[src/rtl/mc_ctrl.sv]
// mc_ctrl: main control FSM for the multi-cycle MIPS CPU.
// It sequences fetch, decode, execute, memory access and write-back for each
// instruction. It drives the ALU opcode, the datapath mux selects and every
// write enable, and it counts retired instructions.
module mc_ctrl #(
  parameter int         RETIRE_W = 32,
  parameter logic [4:0] REG_RA   = 5'd31
) (
  input  logic                clk,
  input  logic                rst,
  input  logic [5:0]          opcode,
  input  logic [5:0]          funct,
  input  logic                zero,
  input  logic                overflow,
  output logic                pc_wr,
  output logic                ir_wr,
  output logic                reg_wr,
  output logic                dm_wr,
  output logic [1:0]          alu_ctr,
  output logic                alu_srcb,
  output logic                ext_op,
  output logic [1:0]          reg_dst,
  output logic [1:0]          wd_sel,
  output logic [1:0]          npc_sel,
  output logic [3:0]          state,
  output logic                illegal,
  output logic [RETIRE_W-1:0] retire_cnt
);

  typedef enum logic [3:0] {
    S_IF  = 4'd0,
    S_ID  = 4'd1,
    S_EXE = 4'd2,
    S_MA  = 4'd3,
    S_MR  = 4'd4,
    S_MW  = 4'd5,
    S_WB  = 4'd6,
    S_BR  = 4'd7,
    S_JMP = 4'd8
  } state_t;

  typedef enum logic [3:0] {
    I_ADDU, I_SUBU, I_SLT, I_JR, I_ORI, I_ADDI,
    I_LW, I_SW, I_BEQ, I_J, I_JAL, I_BAD
  } instr_t;

  localparam logic [5:0] OP_RTYPE = 6'b000000;
  localparam logic [5:0] OP_ORI   = 6'b001101;
  localparam logic [5:0] OP_ADDI  = 6'b001000;
  localparam logic [5:0] OP_LW    = 6'b100011;
  localparam logic [5:0] OP_SW    = 6'b101011;
  localparam logic [5:0] OP_BEQ   = 6'b000100;
  localparam logic [5:0] OP_J     = 6'b000010;
  localparam logic [5:0] OP_JAL   = 6'b000011;

  localparam logic [5:0] FN_ADDU  = 6'b100001;
  localparam logic [5:0] FN_SUBU  = 6'b100011;
  localparam logic [5:0] FN_SLT   = 6'b101010;
  localparam logic [5:0] FN_JR    = 6'b001000;

  // jal's destination register is hardwired in the reg_dst=10 datapath mux,
  // so REG_RA only documents which register that is.
  if (REG_RA != 5'd31) begin : g_reg_ra_is_informational
  end

  state_t state_q;
  state_t state_d;
  instr_t instr;
  logic   retire;
  logic   is_rtype_alu;

  // Decode the latched IR fields into one instruction class.
  always_comb begin
    // NOTE: every signal written in an always_comb gets a default first; a
    // path that skips an assignment would otherwise infer a latch.
    instr = I_BAD;
    case (opcode)
      OP_RTYPE: begin
        case (funct)
          FN_ADDU: instr = I_ADDU;
          FN_SUBU: instr = I_SUBU;
          FN_SLT:  instr = I_SLT;
          FN_JR:   instr = I_JR;
          default: instr = I_BAD;
        endcase
      end
      OP_ORI:  instr = I_ORI;
      OP_ADDI: instr = I_ADDI;
      OP_LW:   instr = I_LW;
      OP_SW:   instr = I_SW;
      OP_BEQ:  instr = I_BEQ;
      OP_J:    instr = I_J;
      OP_JAL:  instr = I_JAL;
      default: instr = I_BAD;
    endcase
  end

  assign is_rtype_alu = (instr == I_ADDU) || (instr == I_SUBU) || (instr == I_SLT);

  // Next-state and datapath control outputs for the current state.
  always_comb begin
    state_d  = S_IF;
    retire   = 1'b0;
    pc_wr    = 1'b0;
    ir_wr    = 1'b0;
    reg_wr   = 1'b0;
    dm_wr    = 1'b0;
    alu_ctr  = 2'b00;
    alu_srcb = 1'b0;
    ext_op   = 1'b0;
    reg_dst  = 2'b00;
    wd_sel   = 2'b00;
    npc_sel  = 2'b00;
    illegal  = 1'b0;

    case (state_q)
      S_IF: begin
        ir_wr   = 1'b1;
        pc_wr   = 1'b1;
        state_d = S_ID;
      end

      S_ID: begin
        case (instr)
          I_ADDU, I_SUBU, I_SLT, I_ORI, I_ADDI: state_d = S_EXE;
          I_LW, I_SW:                           state_d = S_MA;
          I_BEQ:                                state_d = S_BR;
          I_J, I_JAL, I_JR:                     state_d = S_JMP;
          default: begin
            illegal = 1'b1;
            state_d = S_IF;
          end
        endcase
      end

      // Write-back keeps the ALU inputs of execute so alu_out stays valid.
      S_EXE, S_WB: begin
        case (instr)
          I_SUBU, I_SLT: alu_ctr = 2'b01;
          I_ORI: begin
            alu_ctr  = 2'b10;
            alu_srcb = 1'b1;
          end
          I_ADDI: begin
            alu_ctr  = 2'b11;
            alu_srcb = 1'b1;
            ext_op   = 1'b1;
          end
          default: alu_ctr = 2'b00;
        endcase
        if (state_q == S_EXE) begin
          state_d = S_WB;
        end else begin
          // An overflowing addi drops its write but still retires.
          reg_wr  = (instr == I_ADDI) ? ~overflow : 1'b1;
          reg_dst = is_rtype_alu ? 2'b01 : 2'b00;
          wd_sel  = (instr == I_SLT) ? 2'b11 : 2'b00;
          retire  = 1'b1;
          state_d = S_IF;
        end
      end

      // Address computation; the store holds the same address while writing.
      S_MA, S_MW: begin
        alu_ctr  = 2'b00;
        alu_srcb = 1'b1;
        ext_op   = 1'b1;
        if (state_q == S_MW) begin
          dm_wr   = 1'b1;
          retire  = 1'b1;
          state_d = S_IF;
        end else if (instr == I_LW) begin
          state_d = S_MR;
        end else if (instr == I_SW) begin
          state_d = S_MW;
        end else begin
          state_d = S_IF;
        end
      end

      S_MR: begin
        reg_wr  = 1'b1;
        reg_dst = 2'b00;
        wd_sel  = 2'b01;
        retire  = 1'b1;
        state_d = S_IF;
      end

      S_BR: begin
        alu_ctr  = 2'b01;
        alu_srcb = 1'b0;
        npc_sel  = 2'b01;
        pc_wr    = zero;
        retire   = 1'b1;
        state_d  = S_IF;
      end

      S_JMP: begin
        if ((instr == I_J) || (instr == I_JAL)) begin
          pc_wr   = 1'b1;
          npc_sel = 2'b10;
        end
        if (instr == I_JAL) begin
          reg_wr  = 1'b1;
          reg_dst = 2'b10;
          wd_sel  = 2'b10;
        end
        if (instr == I_JR) begin
          npc_sel = 2'b11;
        end
        retire  = 1'b1;
        state_d = S_IF;
      end

      default: state_d = S_IF;
    endcase

    // Reset aborts whatever is in flight: no architectural writes.
    if (rst) begin
      pc_wr   = 1'b0;
      ir_wr   = 1'b0;
      reg_wr  = 1'b0;
      dm_wr   = 1'b0;
      illegal = 1'b0;
      retire  = 1'b0;
    end
  end

  assign state = state_q;

  // State register and retired-instruction counter.
  always_ff @(posedge clk) begin
    // NOTE: sequential state uses non-blocking assignments so every register
    // samples values from before the edge, independent of statement order.
    if (rst) begin
      state_q    <= S_IF;
      retire_cnt <= '0;
    end else begin
      state_q <= state_d;
      if (retire) begin
        retire_cnt <= retire_cnt + RETIRE_W'(1);
      end
    end
  end

endmodule

[config.mk]
export PLATFORM = sky130hd
export DESIGN_NAME = mc_ctrl
export DESIGN_NICKNAME = d
export VERILOG_FILES = /design/src/rtl/mc_ctrl.sv
export SDC_FILE = /design/constraint.sdc
export NUM_CORES = 1
export LEC_CHECK = 0
export ABC_AREA = 1
export CAP_MARGIN = 40
export CORE_MARGIN = 2
export CORE_UTILIZATION = 41
export CTS_CLUSTER_SIZE = 10
export DETAILED_ROUTE_END_ITERATION = 8
export PLACE_DENSITY = 0.69
export SLEW_MARGIN = 0
export SYNTH_ARGS = -nofsm -noshare
export SYNTH_HDL_FRONTEND = slang
export SYNTH_SLANG_ARGS = --single-unit
[constraint.sdc]
create_clock -name clk -period 2.2 [get_ports clk]
set_input_delay 0.22 -clock clk [delete_from_list [all_inputs] [get_ports clk]]
set_output_delay 0.22 -clock clk [all_outputs]
set_load 0.05 [all_outputs]
# ---- Word-level counts from Yosys, hierarchy flattened
# Cells that the tools add are included.
dict set report classes {
  n_addsub 1
  n_eq_ne 29
  mux 43
  bitwise_logic 1
  reduce_logical 15
}
# operator count
set op_table {}
lappend op_table {{4-bit case mux with 4 select lines} 3}
lappend op_table {{32-bit by 1-bit adder with 32-bit output, second input constant} 1}
lappend op_table {{4-bit by 3-bit == test with 1-bit output, second input constant} 8}
lappend op_table {{4-bit case mux with 8 select lines} 1}
lappend op_table {{6-bit == test, second input constant} 5}
lappend op_table {{1-bit two-way mux} 20}
lappend op_table {{6-bit by 4-bit == test with 1-bit output, second input constant} 3}
lappend op_table {{4-bit by 2-bit == test with 1-bit output, second input constant} 4}
lappend op_table {{4-bit == test, second input constant} 4}
lappend op_table {{6-bit by 2-bit == test with 1-bit output, second input constant} 2}
lappend op_table {{3-bit two-way mux} 4}
lappend op_table {{2-bit case mux with 2 select lines} 3}
lappend op_table {{2-bit case mux with 3 select lines} 2}
lappend op_table {{11-bit OR reduction} 1}
lappend op_table {{2-bit two-way mux} 5}
lappend op_table {{2-bit OR reduction} 5}
lappend op_table {{1-bit case mux with 3 select lines} 3}
lappend op_table {{4-bit by 1-bit == test with 1-bit output, second input constant} 2}
lappend op_table {{4-bit zero test} 2}
lappend op_table {{6-bit by 3-bit == test with 1-bit output, second input constant} 1}
lappend op_table {{6-bit zero test} 1}
lappend op_table {{3-bit OR reduction} 2}
lappend op_table {{5-bit OR reduction} 1}
lappend op_table {{1-bit case mux with 2 select lines} 2}
lappend op_table {{2 further kinds} 4}
dict set report totals {
  reg_bits 36
  inputBits 16
  out_inout_bits 51
  wordCells 91
}

# ---- Depth between registers and ports, before layout
# Gate-level depths: netlist of the first run.
dict set report logic_depth {
  ltp_word 9
  ltp_mapped 12
  depth_no_buf 12
}

# ---- Worst setup path before layout of the first run
# No wires, ideal clock.
dict set report synth_timing {
  path_type {flip-flop to output port}
  start {reg state_q[3], in the netlist state[3]}
  end {out reg_wr}
  arrival_ns 2.336
  t_required_ns 1.980
  setup_slack_ns -0.356
  stages_incl_launch_ff 9
  path_buffers 0
  cell_sequence {dfxtp_1 -> inv_1 -> nor2_1 -> nand2_1 -> inv_1 -> nand2_1 -> inv_1 -> nor2_1 -> a21oi_1}
}
dict set report synth_between {
  elab_chain_cells 4
  elab_cells_between_ends 8
  classes_between {eq/ne (4); mux (3); reduce/logical (1)}
}
# element line_no
set synth_rtl {}
lappend synth_rtl {{start, declared} 66} ;# state_t state_q;
lappend synth_rtl {{start signal, assigned} 239} ;# state_q <= state_d;
lappend synth_rtl {{4-bit by 2-bit == test with 1-bit output or 4-bit by 3-bit == test with 1-bit output (tied branches)} {116, 151}}
lappend synth_rtl {{1-bit two-way mux or 2-bit OR reduction (tied branches)} {151, 116}}
lappend synth_rtl {{1-bit case mux with 3 select lines *} 116} ;# case (state_q)
lappend synth_rtl {{1-bit two-way mux *} 219} ;# if (rst) begin
lappend synth_rtl {{end, declared} 17} ;# output logic reg_wr,
# Mark *: on every way between the ends. The rest lies on a longest branch, timed or not.

# ---- Final worst setup path of the first run
dict set report layout_timing {
  start {in funct[5]}
  end {out wd_sel[1]}
}
dict set report layout_between {
  elab_chain_cells 7
  elab_cells_between_ends 12
  classes_between {eq/ne (6); mux (6)}
}
# element line_no
set layout_rtl {}
lappend layout_rtl {{start, declared} 12} ;# input logic [5:0] funct,
lappend layout_rtl {{6-bit by 4-bit == test with 1-bit output or 6-bit == test (tied branches)} 79} ;# case (funct)
lappend layout_rtl {{4-bit case mux with 4 select lines *} 79}
lappend layout_rtl {{4-bit case mux with 8 select lines *} 77} ;# case (opcode)
lappend layout_rtl {{4-bit by 2-bit == test with 1-bit output} 157} ;# wd_sel = (instr == I_SLT) ? 2'b11 : 2'b00;
lappend layout_rtl {{2-bit two-way mux} 157}
lappend layout_rtl {{2-bit two-way mux} 151} ;# if (state_q == S_EXE) begin
lappend layout_rtl {{2-bit case mux with 3 select lines *} 116}
lappend layout_rtl {{end, declared} 23} ;# output logic [1:0] wd_sel,
# Marks and branches as above.

==> impl_metrics.toml, run 1 <==
[sta]
min_period_over_period_pct = 92.2
maxSlewViolCount = 0
worst-slew-pin-transition_ns = 0.527
min_period_ns = 2.03
final_hold_viol_count = 0
max-slew-margin-rel_pct = 64.8
setup_viol = 0
max_clock_freq_mhz = 493
skew_ns = 0.00664

[final_layout]
layout.filler_cells = 554
post_route_cells_drive_above_1_share_pct = 16.0
antenna_cells = 0
mostFrequentLayoutCell = "sky130_fd_sc_hd__nand2_1"
final_cell_count_no_fill = 586
final_cell_mix = "106 x sky130_fd_sc_hd__nand2_1, 63 x sky130_fd_sc_hd__nor2_1, 60 x sky130_fd_sc_hd__inv_1"
number_of_nets_at_the_end_of_the_flow = 527
area_delta_synth_final_pct = 47.6

[flow_run]
drv.max_cap_violation_count = 0

[hold_path]
holdPathEnd = "state[3]"
hold_depth = 4
hold_path.class = "primary input to register"
hp-start = "opcode[4]"

[global_routing]
antenna_found_initial = 0
grt_pass1_vias = 2798
grt.overflow.total = 0
pin_count_of_the_biggest_net_entering_global_routing = 19
global_route_wire_length_before_repair_um = 12300
globalRouteTotalUtil_pct = 22.8

[cts]
path_clk_slew_ns = 0.08
cts-root-to-sink-buffers = 2
clock_sink_count = 36
clk_latency_ns = 0.29
clock_tree.root_cell = "sky130_fd_sc_hd__clkbuf_8"
numCtsBuffers = 5
cts_tree = "built"
cts_htree_levels = 2

[critical_path]
crit_fanout = 6
worst-r2r-cell-count = 10
slowest_stage = "sky130_fd_sc_hd__clkdlybuf4s50_1"
worst_r2r_endpoint = "retire_cnt[11]"
cp-start-kind = "primary input"
r2r-start = "state[3]"
crit_arrival_ns = 1.81
worstPathRequired_ns = 1.98
timing.critical_path.to_type = "output pin"
r2r_setup_slack_ns = 0.37
critPathTopFamily = "simple AND/OR/NAND/NOR gates"
crit_path_cell_trace = "clkdlybuf4s50_1 -> inv_1 -> nor2_2 -> nand3_1 -> nand2_2 -> nand2_1 -> nor2_2 -> nand2_2 -> nand4_1 -> nand2_1 -> buf_12"
cp_slowest_stage_delay_ns = 0.48
critical_path_class = "primary input to output pin"
timing.critical_path.buf_inv = 3

[detailed_routing]
detail_route_antenna_nets = 0
drt_wl_total_um = 7450
drt_pre_antenna_iters = 4
post_drt_via_cell_ratio = 5.16
initialDrtViolationCount = 129
via_count = 3022
drt_drc_violations_left = 0
wl_per_cell_um = 12.7

[power]
p_leak_uw = 0.00160
p_seq_share_pct = 44.9
cellPowerDensity_mw_per_mm2 = 395
clock_power_share_pct = 40.3
share_comb_of_total_power_pct = 14.8
sw_ratio_pct = 26.7
p_switching_uw = 392
fin_total_pwr_uw = 1470
internal_dissipation_uw = 1080
irDropWorstVdd_v = 0.000203

[placement]
placed_cells_incl_taps = 577
finalWeightedCongestion = 0.922
place.port_buffers = 66
hpwl_um = 5850

[floorplan]
die_height_um = 82.4
initial_utilization_pct = 42.5
die-area_mm2 = 0.00678
die_w_um = 82.4
placeable_core_region_mm2 = 0.00592
rows = 28
io_pins = 67

[logic_synthesis]
number_of_synthesized_register_bits = 36
netlist-cell-type-count = 37
syn_area_mm2 = 0.00252
synth_area_leaders = "sky130_fd_sc_hd__dfxtp_1 29%, sky130_fd_sc_hd__nand2_1 16%, sky130_fd_sc_hd__nor2_1 11%"
ys.warnings.count = 0
synthCells = 428
synthDominantAreaCellType = "sky130_fd_sc_hd__dfxtp_1"
syn_avg_cell_area_um2 = 5.88
synth_seq_area_share_pct = 28.6
yosys.area.top_type_share_pct = 28.6
synth_fp_nets = 445

[run_status]
run_status = "finished, final reports clean"
-- layout make-up --
class / count / area, um2 / area share (%)
multi-input cells: 320 / 1620 / 43.6
repair buffers: 81 / 921 / 24.8
flip-flops and latches: 36 / 723 / 19.5
inverters: 66 / 248 / 6.67
well taps: 75 / 93.8 / 2.53
clock buffers: 5 / 68.8 / 1.85
clock inverters: 3 / 42.5 / 1.14
-- sequential cells by signal, summed over array words and instances, names as in the netlist --
name        count
retire_cnt     32
state           4
-- per-layer routing --
metal	track usage (%)	wire (um)
met4	6.33	162
met2	43.1	3820
met1	25.6	3130
met5	0	0
met3	4.57	334
-- cell usage after synthesis --
| cell | n |
|---|---|
| sky130_fd_sc_hd__a211oi_1 | 1 |
| sky130_fd_sc_hd__a21oi_1 | 23 |
| sky130_fd_sc_hd__a21oi_2 | 1 |
| sky130_fd_sc_hd__a21oi_4 | 1 |
| sky130_fd_sc_hd__a31oi_1 | 3 |
| sky130_fd_sc_hd__a41oi_1 | 1 |
| sky130_fd_sc_hd__and3_1 | 2 |
| sky130_fd_sc_hd__buf_1 | 1 |
| sky130_fd_sc_hd__buf_2 | 1 |
| sky130_fd_sc_hd__clkbuf_1 | 3 |
| sky130_fd_sc_hd__clkbuf_2 | 1 |
| sky130_fd_sc_hd__clkinv_1 | 1 |
| sky130_fd_sc_hd__dfxtp_1 | 36 |
| sky130_fd_sc_hd__ha_1 | 1 |
| sky130_fd_sc_hd__inv_1 | 62 |
| sky130_fd_sc_hd__inv_2 | 3 |
| sky130_fd_sc_hd__nand2_1 | 110 |
| sky130_fd_sc_hd__nand2_2 | 4 |
| sky130_fd_sc_hd__nand2_4 | 1 |
| sky130_fd_sc_hd__nand3_1 | 36 |
| sky130_fd_sc_hd__nand3_2 | 1 |
| sky130_fd_sc_hd__nand4_1 | 13 |
| sky130_fd_sc_hd__nor2_1 | 72 |
| sky130_fd_sc_hd__nor2_2 | 5 |
| sky130_fd_sc_hd__nor2_4 | 1 |
| sky130_fd_sc_hd__nor3_1 | 16 |
| sky130_fd_sc_hd__nor3_2 | 2 |
| sky130_fd_sc_hd__nor3_4 | 1 |
| sky130_fd_sc_hd__nor3b_1 | 1 |
| sky130_fd_sc_hd__nor4_1 | 2 |
| sky130_fd_sc_hd__nor4_2 | 1 |
| sky130_fd_sc_hd__o21a_1 | 3 |
| sky130_fd_sc_hd__o21ai_0 | 9 |
| sky130_fd_sc_hd__o21ai_1 | 1 |
| sky130_fd_sc_hd__o21bai_1 | 1 |
| sky130_fd_sc_hd__xnor2_1 | 4 |
| sky130_fd_sc_hd__xor2_1 | 3 |
-- worst reg2reg max path, stage by stage (launching register included) --
cell                      delay (ns)
sky130_fd_sc_hd__dfxtp_1        0.39
sky130_fd_sc_hd__inv_1          0.10
sky130_fd_sc_hd__nor2_1         0.09
sky130_fd_sc_hd__nand2_1        0.12
sky130_fd_sc_hd__a21oi_4        0.24
sky130_fd_sc_hd__nand2_2        0.11
sky130_fd_sc_hd__nor2_2         0.17
sky130_fd_sc_hd__nand2_1        0.10
sky130_fd_sc_hd__nor2_1         0.15
sky130_fd_sc_hd__nand3_1        0.08
sky130_fd_sc_hd__and3_1         0.16
-- timing repair --
item / 4_1_cts / 5_1_grt
hold buffers: 0 / 0
endpoints found under the setup margin: 3 / 7
pin swaps: 1 / 7
gates resized for setup: 10 / 22
hold endpoints to repair: 0 / 0
buffers inserted: 0 / 1
-- power by group through the flow --
stage	registers (uW)	clock network (uW)	logic (uW)
floorplan	684	0	98.1
global placement	674	0	203
CTS	659	597	208
detailed placement	674	0	204
global route	660	625	234
finish	660	591	217
-- through the flow --
step / util (%) / hold WS [ns] / setup WS (ns) / setup TNS (ns) / area [um2]
final: 62.8 / 0.461 / 0.173 / 0 / 3720
after global placement: 59.2 / 0.487 / 0.0230 / 0 / 3500
after CTS: 61.6 / 0.504 / 0.000375 / 0 / 3640
after detailed placement: 59.2 / 0.493 / -0.0763 / -0.193 / 3500
after global routing: 62.8 / 0.507 / -0.0120 / -0.0198 / 3720
after floorplan: - / 0.464 / -0.106 / -0.106 / 2530
-- kinds of logic after synthesis --
group                      Yosys count  synth area share [%]
DFF                                 36                  28.6
adders and majority gates            1                 0.497
AOI/OAI and AO/OA                   44                  10.1
xor gates and xnor gates             7                  2.44
and+or+nand+nor                    268                  47.5
buffers and inverters               72                  10.8
-- worst max-delay path by stage --
stage                    from          to  slack, ns  cells past startpoint
finish               funct[5]   wd_sel[1]       0.17                     11
global route         funct[5]  alu_ctr[0]      -0.01                     13
CTS                 opcode[0]   wd_sel[1]     0.0004                     13
detailed placement  opcode[1]   wd_sel[1]      -0.08                     11
global placement    opcode[3]   wd_sel[0]       0.02                     12
floorplan            state[3]      reg_wr      -0.11                      8
Power figures use the tool's default switching activity.
==> run 2, diff against run 1 <==
Settings changed: CORE_MARGIN 2 to 1.
==> run 2 against run 1 <==
Via count up 0.76%. Worst hold slack better by 0.041 ns. Largest cell class unchanged. Utilization up 0.063 points. Critical path depth down 4. Flip-flop and latch count unchanged. Register-to-register slack about the same. Combinational power about the same. Highest routed layer unchanged. Count of clock-buffer cells in the layout unchanged. Final cell count up 0.51%. Clock power down 19%. Setup slack worse by 0.021 ns. Non-clock buffer count up 3.
==> impl_metrics.toml, run 2 (synthesized netlist as in run 1, its figures left out) <==
[floorplan]
initial_utilization_pct = 42.5
io_pins = 67
rows = 28
placeable_core_region_mm2 = 0.00592
die_height_um = 80.4
die_w_um = 80.4
die-area_mm2 = 0.00646

[placement]
placed_cells_incl_taps = 580
hpwl_um = 5850
post-place-ws_ns = -0.0991
finalWeightedCongestion = 0.952
post_dp_cell_area_mm2 = 0.00353
place.port_buffers = 66

[cts]
numCtsBuffers = 5
clock_tree.root_cell = "sky130_fd_sc_hd__clkbuf_8"
cts_tree = "built"
path_clk_slew_ns = 0.08
cts_htree_levels = 2
count_of_hold_buffers_inserted_by_post_cts_repair = 0
cts-root-to-sink-buffers = 2
clk_latency_ns = 0.30
clock_sink_count = 36

[critical_path]
timing.critical_path.to_type = "output pin"
cp_slowest_stage_delay_ns = 0.37
crit_fanout = 4
timing.critical_path.buf_inv = 2
crit_path_cell_trace = "inv_1 -> nor2_2 -> nand2_1 -> nor4_4 -> nand4_1 -> nand2_1 -> buf_12"
crit_arrival_ns = 1.83
crit_path_frequent_cell = "sky130_fd_sc_hd__nand2_1"
worst_setup_path_startpoint = "state[1]"
worstPathRequired_ns = 1.98
critPathTopFamily = "simple AND/OR/NAND/NOR gates"
r2r-start = "state[3]"
slowest_stage = "sky130_fd_sc_hd__dfxtp_2"
critical_path_class = "register to output pin"
cp-start-kind = "register"

[power]
p_leak_uw = 0.00160
cellPowerDensity_mw_per_mm2 = 364
irDropWorstVdd_v = 0.000232

[detailed_routing]
drt_drc_violations_left = 0
post_drt_via_cell_ratio = 5.17
drt_wl_total_um = 7500
via_count = 3045
wl_per_cell_um = 12.7
initialDrtViolationCount = 118
drt_pre_antenna_iters = 4
detail_route_antenna_nets = 0

[final_layout]
top_register_by_number_of_flip_flops = "retire_cnt"
antenna_cells = 0
final_area_mm2 = 0.00372
largest_register_ff_count = 32
postLayoutCoreUtil_pct = 62.8
final_cell_mix = "108 x sky130_fd_sc_hd__nand2_1, 63 x sky130_fd_sc_hd__nor2_1, 60 x sky130_fd_sc_hd__inv_1"
area_delta_synth_final_pct = 47.8
layout.filler_cells = 561
post_route_cells_drive_above_1_share_pct = 16.1
mostFrequentLayoutCell = "sky130_fd_sc_hd__nand2_1"
final_cell_count_no_fill = 589
number_of_nets_at_the_end_of_the_flow = 530

[sta]
maxSlewViolCount = 0
min_period_over_period_pct = 93.1
min_period_ns = 2.05
final_hold_viol_count = 0
max-slew-margin-rel_pct = 65.3
final.setup.tns_ns = 0
max_clock_freq_mhz = 488
worst-slew-pin-transition_ns = 0.519
setup_viol = 0
skew_ns = 0.0125
postLayoutSetupSlackWorst_ns = 0.152
grt_setup_unrepaired = "no"

[global_routing]
grt_pass1_vias = 2782
grt.overflow.total = 0
globalRouteTotalUtil_pct = 24.1
antenna_found_initial = 0
pin_count_of_the_biggest_net_entering_global_routing = 19
global_route_wire_length_before_repair_um = 12200

[run_status]
run_status = "finished, final reports clean"

[flow_run]
drv.max_cap_violation_count = 0

[hold_path]
hp-start = "retire_cnt[18]"
hold_path.class = "register to register"
## run 2: area by class of cell
| cell class | count | area [um2] | area share [%] |
|---|---|---|---|
| well taps | 75 | 93.8 | 2.52 |
| flip-flops and latches | 36 | 722 | 19.4 |
| clock buffers | 5 | 68.8 | 1.85 |
| multi-input cells | 320 | 1630 | 43.8 |
| clock inverters | 3 | 18.8 | 0.505 |
| repair buffers | 84 | 941 | 25.3 |
| inverters | 66 | 248 | 6.66 |
## run 2: metal layers
metal  GRT usage (%)  vias up  routed length, um
li1                -     1538                  -
met2            44.1       94               3880
met3            4.32       17                293
met1            27.3     1396               3170
met5               0        -                  0
met4            9.29        0                159
## run 2: path summary, 6_finish.rpt
check                         to  slack (ns)  cells after the start
setup / recovery       wd_sel[1]        0.15                      7
hold / removal    retire_cnt[18]        0.50                      2
setup reg to reg  retire_cnt[11]        0.37                     10
hold reg to reg   retire_cnt[18]        0.50                      2
## run 2: repair_timing
action | CTS | global route
setup endpoints to repair | 5 | 7
pin swaps | 3 | 2
setup buffers | 1 | 0
resized for setup | 9 | 22
## run 2: worst register-to-register path, delay by kind of cell (launching register included)
kind            cells  cell delay, ns
buf+inv             1            0.09
flops               1            0.39
compound gates      1            0.25
simple gates        8            0.99
## run 2: stage by stage
| stage | power [uW] | hold slack [ns] |
|---|---|---|
| 4_1_cts | 1350 | 0.505 |
| 2_1_floorplan | 783 | 0.464 |
| 5_1_grt | 1400 | 0.532 |
| 3_5_place_dp | 882 | 0.493 |
| 6_report | 1360 | 0.502 |
| 3_3_place_gp | 880 | 0.485 |
## run 2: power breakdown
| part | switching, uW | leakage (uW) | internal [uW] |
|---|---|---|---|
| Combinational | 132 | 0.00126 | 88.3 |
| Clock | 255 | 0.0000479 | 221 |
| Sequential | 5.04 | 0.000291 | 654 |
==> run 3, diff against run 2 <==
Clock period 2.2 ns to 2.65 ns, I/O delays scaled along.
==> run 3 against run 2 <==
Critical path depth is 7 higher. Register-to-register slack better by 0.44 ns. Clock skew is 0.0034 ns lower. Worst hold slack better by 0.0040 ns. Global-route usage is 0.11 points higher. Via count is 5.0% lower. Sequential share of layout area is 1.3 points higher. Combinational power is 29% lower. Non-clock buffer count is 14 lower. Critical path type is now primary input to output pin. Critical endpoint is now alu_ctr[0]. Largest cell class unchanged. Largest power group unchanged. Highest routed layer unchanged.
==> impl_metrics.toml, run 3 (synthesized netlist as in run 1, its figures left out) <==
[run_status]
run_status = "finished, final reports clean"

[global_routing]
grt.overflow.total = 0
pin_count_of_the_biggest_net_entering_global_routing = 19
globalRouteTotalUtil_pct = 24.2
antenna_found_initial = 0
grt_pass1_vias = 2766
global_route_wire_length_before_repair_um = 12200

[placement]
place.port_buffers = 66
placed_cells_incl_taps = 567
hpwl_um = 5900
post-place-ws_ns = 0.211
finalWeightedCongestion = 0.869

[final_layout]
post_route_cells_drive_above_1_share_pct = 10.0
area_delta_synth_final_pct = 38.5
number_of_nets_at_the_end_of_the_flow = 516
multiInputGateArea_mm2 = 0.00153
postLayoutCoreUtil_pct = 58.9
mostFrequentLayoutCell = "sky130_fd_sc_hd__nand2_1"
layout.filler_cells = 605
antenna_cells = 0
largest_register_ff_count = 32
ff_latch_area_um2 = 721
final_cell_mix = "110 x sky130_fd_sc_hd__nand2_1, 71 x sky130_fd_sc_hd__nor2_1, 62 x sky130_fd_sc_hd__inv_1"
top_register_by_number_of_flip_flops = "retire_cnt"
final_cell_count_no_fill = 575

[power]
clock_power_share_pct = 41.4
share_comb_of_total_power_pct = 13.1
fin_total_pwr_uw = 1200
internal_dissipation_uw = 884
p_leak_uw = 0.00148
cellPowerDensity_mw_per_mm2 = 344
p_seq_share_pct = 45.6
p_switching_uw = 316
sw_ratio_pct = 26.3
irDropWorstVdd_v = 0.000232

[sta]
maxSlewViolCount = 0
max-slew-margin-rel_pct = 63.7
postLayoutSetupSlackWorst_ns = 0.189
min_period_ns = 2.46
skew_ns = 0.00907
max_clock_freq_mhz = 406
worst-slew-pin-transition_ns = 0.543
min_period_over_period_pct = 92.9
final_hold_viol_count = 0
setup_viol = 0

[cts]
cts_tree = "built"
cts-root-to-sink-buffers = 2
numCtsBuffers = 5
clock_tree.root_cell = "sky130_fd_sc_hd__clkbuf_8"
path_clk_slew_ns = 0.08
count_of_hold_buffers_inserted_by_post_cts_repair = 0
clock_sink_count = 36
cts_htree_levels = 2
clk_latency_ns = 0.29

[floorplan]
io_pins = 67
die_height_um = 80.4
rows = 28
die-area_mm2 = 0.00646
placeable_core_region_mm2 = 0.00592
die_w_um = 80.4
initial_utilization_pct = 42.5

[critical_path]
crit_fanout = 6
worstPathRequired_ns = 2.38
cp-start-kind = "primary input"
crit_arrival_ns = 2.20
timing.critical_path.to_type = "output pin"
critical_path_class = "primary input to output pin"

[detailed_routing]
via_count = 2893
drt_pre_antenna_iters = 4
drt_wl_total_um = 7320
drt_drc_violations_left = 0
initialDrtViolationCount = 81
wl_per_cell_um = 12.7
detail_route_antenna_nets = 0
post_drt_via_cell_ratio = 5.03

[flow_run]
drv.max_cap_violation_count = 0

[hold_path]
hold_path.class = "register to register"
## run 3: metal layers
metal	global-route usage (%)	vias up	part of all wire, %
met4	10.5	0	2.4
met3	4.43	17	3.7
met5	0	-	0
met1	28.3	1291	45
li1	-	1514	-
met2	42.5	71	49
## run 3: final cells by class
type | count | share of cell area (%)
clock buffers | 5 | 1.97
multi-input cells | 320 | 43.9
inverters | 66 | 7.10
clock inverters | 3 | 1.33
flip-flops and latches | 36 | 20.7
repair buffers | 70 | 22.3
well taps | 75 | 2.69
## run 3: path summary, 6_finish.rpt
check	start	endpoint	slack [ns]	depth (start not counted)
max	opcode[3]	alu_ctr[0]	0.19	14
min reg2reg	retire_cnt[18]	retire_cnt[18]	0.51	2
max reg2reg	retire_cnt[7]	retire_cnt[29]	0.81	9
min	retire_cnt[18]	retire_cnt[18]	0.51	2
## run 3: critical path, stage by stage
cell and delay (ns):
sky130_fd_sc_hd__clkdlybuf4s50_1 0.52, sky130_fd_sc_hd__inv_1 0.07, sky130_fd_sc_hd__nor2_1 0.22, sky130_fd_sc_hd__nand3_2 0.15, sky130_fd_sc_hd__nand2_1 0.10, sky130_fd_sc_hd__nor2_1 0.04
sky130_fd_sc_hd__nand2_1 0.16, sky130_fd_sc_hd__nand2_1 0.10, sky130_fd_sc_hd__inv_1 0.12, sky130_fd_sc_hd__nand4_1 0.09, sky130_fd_sc_hd__nand2_1 0.07, sky130_fd_sc_hd__nand2_1 0.05
sky130_fd_sc_hd__nand2_1 0.10, sky130_fd_sc_hd__buf_12 0.14
## run 3: per-stage QoR
step           TNS (ns)  instance area [um2]  hold WS, ns
2_1_floorplan         0                 2520        0.509
3_3_place_gp          0                 3360        0.473
3_5_place_dp          0                 3360        0.489
4_1_cts               0                 3480        0.509
5_1_grt        -0.00162                 3490        0.527
6_report              0                 3490        0.506
## run 3: power by group through the flow
stage	Combinational [uW]	Sequential, uW	Clock, uW
2_1_floorplan	79.5	568	0
3_3_place_gp	153	559	0
5_1_grt	170	547	532
6_report	157	547	497
3_5_place_dp	155	559	0
4_1_cts	155	547	507
## run 3: timing repair
item,in CTS,in global routing
resized for setup,0,2
setup endpoints to repair,0,1
buffers inserted,0,0
==> RTL change: new RTL, config.mk and constraints of run 1 <==
Put a register stage on the output `dm_wr`, cleared by the reset. The value now appears one clock later. The other outputs are not delayed to match.
--- a/src/rtl/mc_ctrl.sv
+++ b/src/rtl/mc_ctrl.sv
@@ -60,2 +60,4 @@
 
+  logic dm_wr_d;
+
   // jal's destination register is hardwired in the reg_dst=10 datapath mux,
@@ -106,3 +108,3 @@
     reg_wr   = 1'b0;
-    dm_wr    = 1'b0;
+    dm_wr_d  = 1'b0;
     alu_ctr  = 2'b00;
@@ -168,3 +170,3 @@
         if (state_q == S_MW) begin
-          dm_wr   = 1'b1;
+          dm_wr_d = 1'b1;
           retire  = 1'b1;
@@ -222,3 +224,3 @@
       reg_wr  = 1'b0;
-      dm_wr   = 1'b0;
+      dm_wr_d = 1'b0;
       illegal = 1'b0;
@@ -245,2 +247,10 @@
 
+  always_ff @(posedge clk) begin
+    if (rst) begin
+      dm_wr <= '0;
+    end else begin
+      dm_wr <= dm_wr_d;
+    end
+  end
+
 endmodule
Behaviour: not the same (Yosys sat finds a counterexample within 4 cycles, from zero or initial values and one cycle with rst high).
==> RTL change against run 1 <==
  * The flow now finishes with violations (DRC)
  * Setup slack worse by 0.061 ns
  * Combinational power up 12%
  * Total power fell by 5.8%
  * Design area is 4.5% higher
  * Routed wire length increased by 6.4%
  * Sequential cell count grew 1
  * Final cell count up 2.4%
  * Area after synthesis rose by 8.8%
  * Largest cell class unchanged
  * Highest routed layer unchanged
==> RTL change: results (changes against run 1) <==
* Result of the run: finished with violations
* Failing checks: DRC
- The routed wirelength normalized by instance count came to 13.2 µm (+3.9%).
- Residual DRC: 2 (+2)
- The layout inverter count without the clock tree was 62 (-6.1%).
- Worst Reg2Reg Path Length in Cells: 8 (-2)
- Capture instance of the worst register-to-register path: retire_cnt[16]
- Number of multi-input combinational cells: 334 (+4.4%)
- The net count after synthesis came to 457 (+2.7%).
- Critical Path Source: funct[1]
* Hold Crit Endpoint: retire_cnt[31]
- The number of cells produced by synthesis was 440 (+2.8%).
- The share of final-layout standard cells stronger than drive strength 1 was 0.166 (+0.00588).
* Worst hold-check path type: reg2reg
- The worst slack after detailed placement came to -0.0474 ns (+0.0289 ns).
* DR vias: 3046 (+0.79%)
- Violation count after the first detailed-route iteration: 149 (+16%)
- The number of ordinary and repair buffers in the finished layout was 82 (+1.2%).
* Worst stage delay on the critical path: 0.52 ns (+0.04 ns)
- The final-layout fill cell count came to 626 (+13%).
* HPWL Detailed: 6.45 mm (+10%)
- The worst max-slew margin expressed relative to the limit came to 0.662 (+0.0143).
- The number of placed instances with taps included came to 591 (+2.4%).
* Maximum net fanout on the critical path: 4 (-2)
- Post-cts resize count: 5 (-5)
- The distinct cell type count of the synthesized netlist came to 36 (-2.7%).
* Data arrival at the endpoint of the critical path: 1.87 ns (+0.06 ns)
- The total of clock buffers placed in the layout came to 6 (+1).
* Worst reg-to-reg setup slack: 0.41 ns (+0.04 ns)
* Syn Std Cell Area: 2740 µm² (+8.8%)
RTL change: per-layer routing:
metal	share of wire	GRT usage
met1	0.41	0.253
met2	0.52	0.405
met3	0.041	0.0433
met4	0.032	0.0967
met5	0	0
RTL change: worst max path at each step:
stage | to | slack [ns] | cells past startpoint
floorplan | reg_wr | -0.23 | 4
global placement | alu_ctr[0] | -0.01 | 13
detailed placement | npc_sel[1] | -0.05 | 11
CTS | wd_sel[1] | 0.003 | 11
global route | alu_ctr[0] | -0.03 | 13
finish | illegal | 0.11 | 10
RTL change: cell families after synthesis:
group                      share of synthesized area
and+or+nand+nor                                0.459
adders and majority gates                    0.00457
xor gates and xnor gates                      0.0543
DFF                                            0.270
AOI/OAI and AO/OA                              0.113
buffers and inverters                         0.0982
RTL change: report_power, final:
| group | switching [mW] | internal (mW) |
|---|---|---|
| clock | 0.240 | 0.220 |
| sequential | 0.00548 | 0.673 |
| combinational | 0.147 | 0.0971 |
| total | 0.393 | 0.990 |
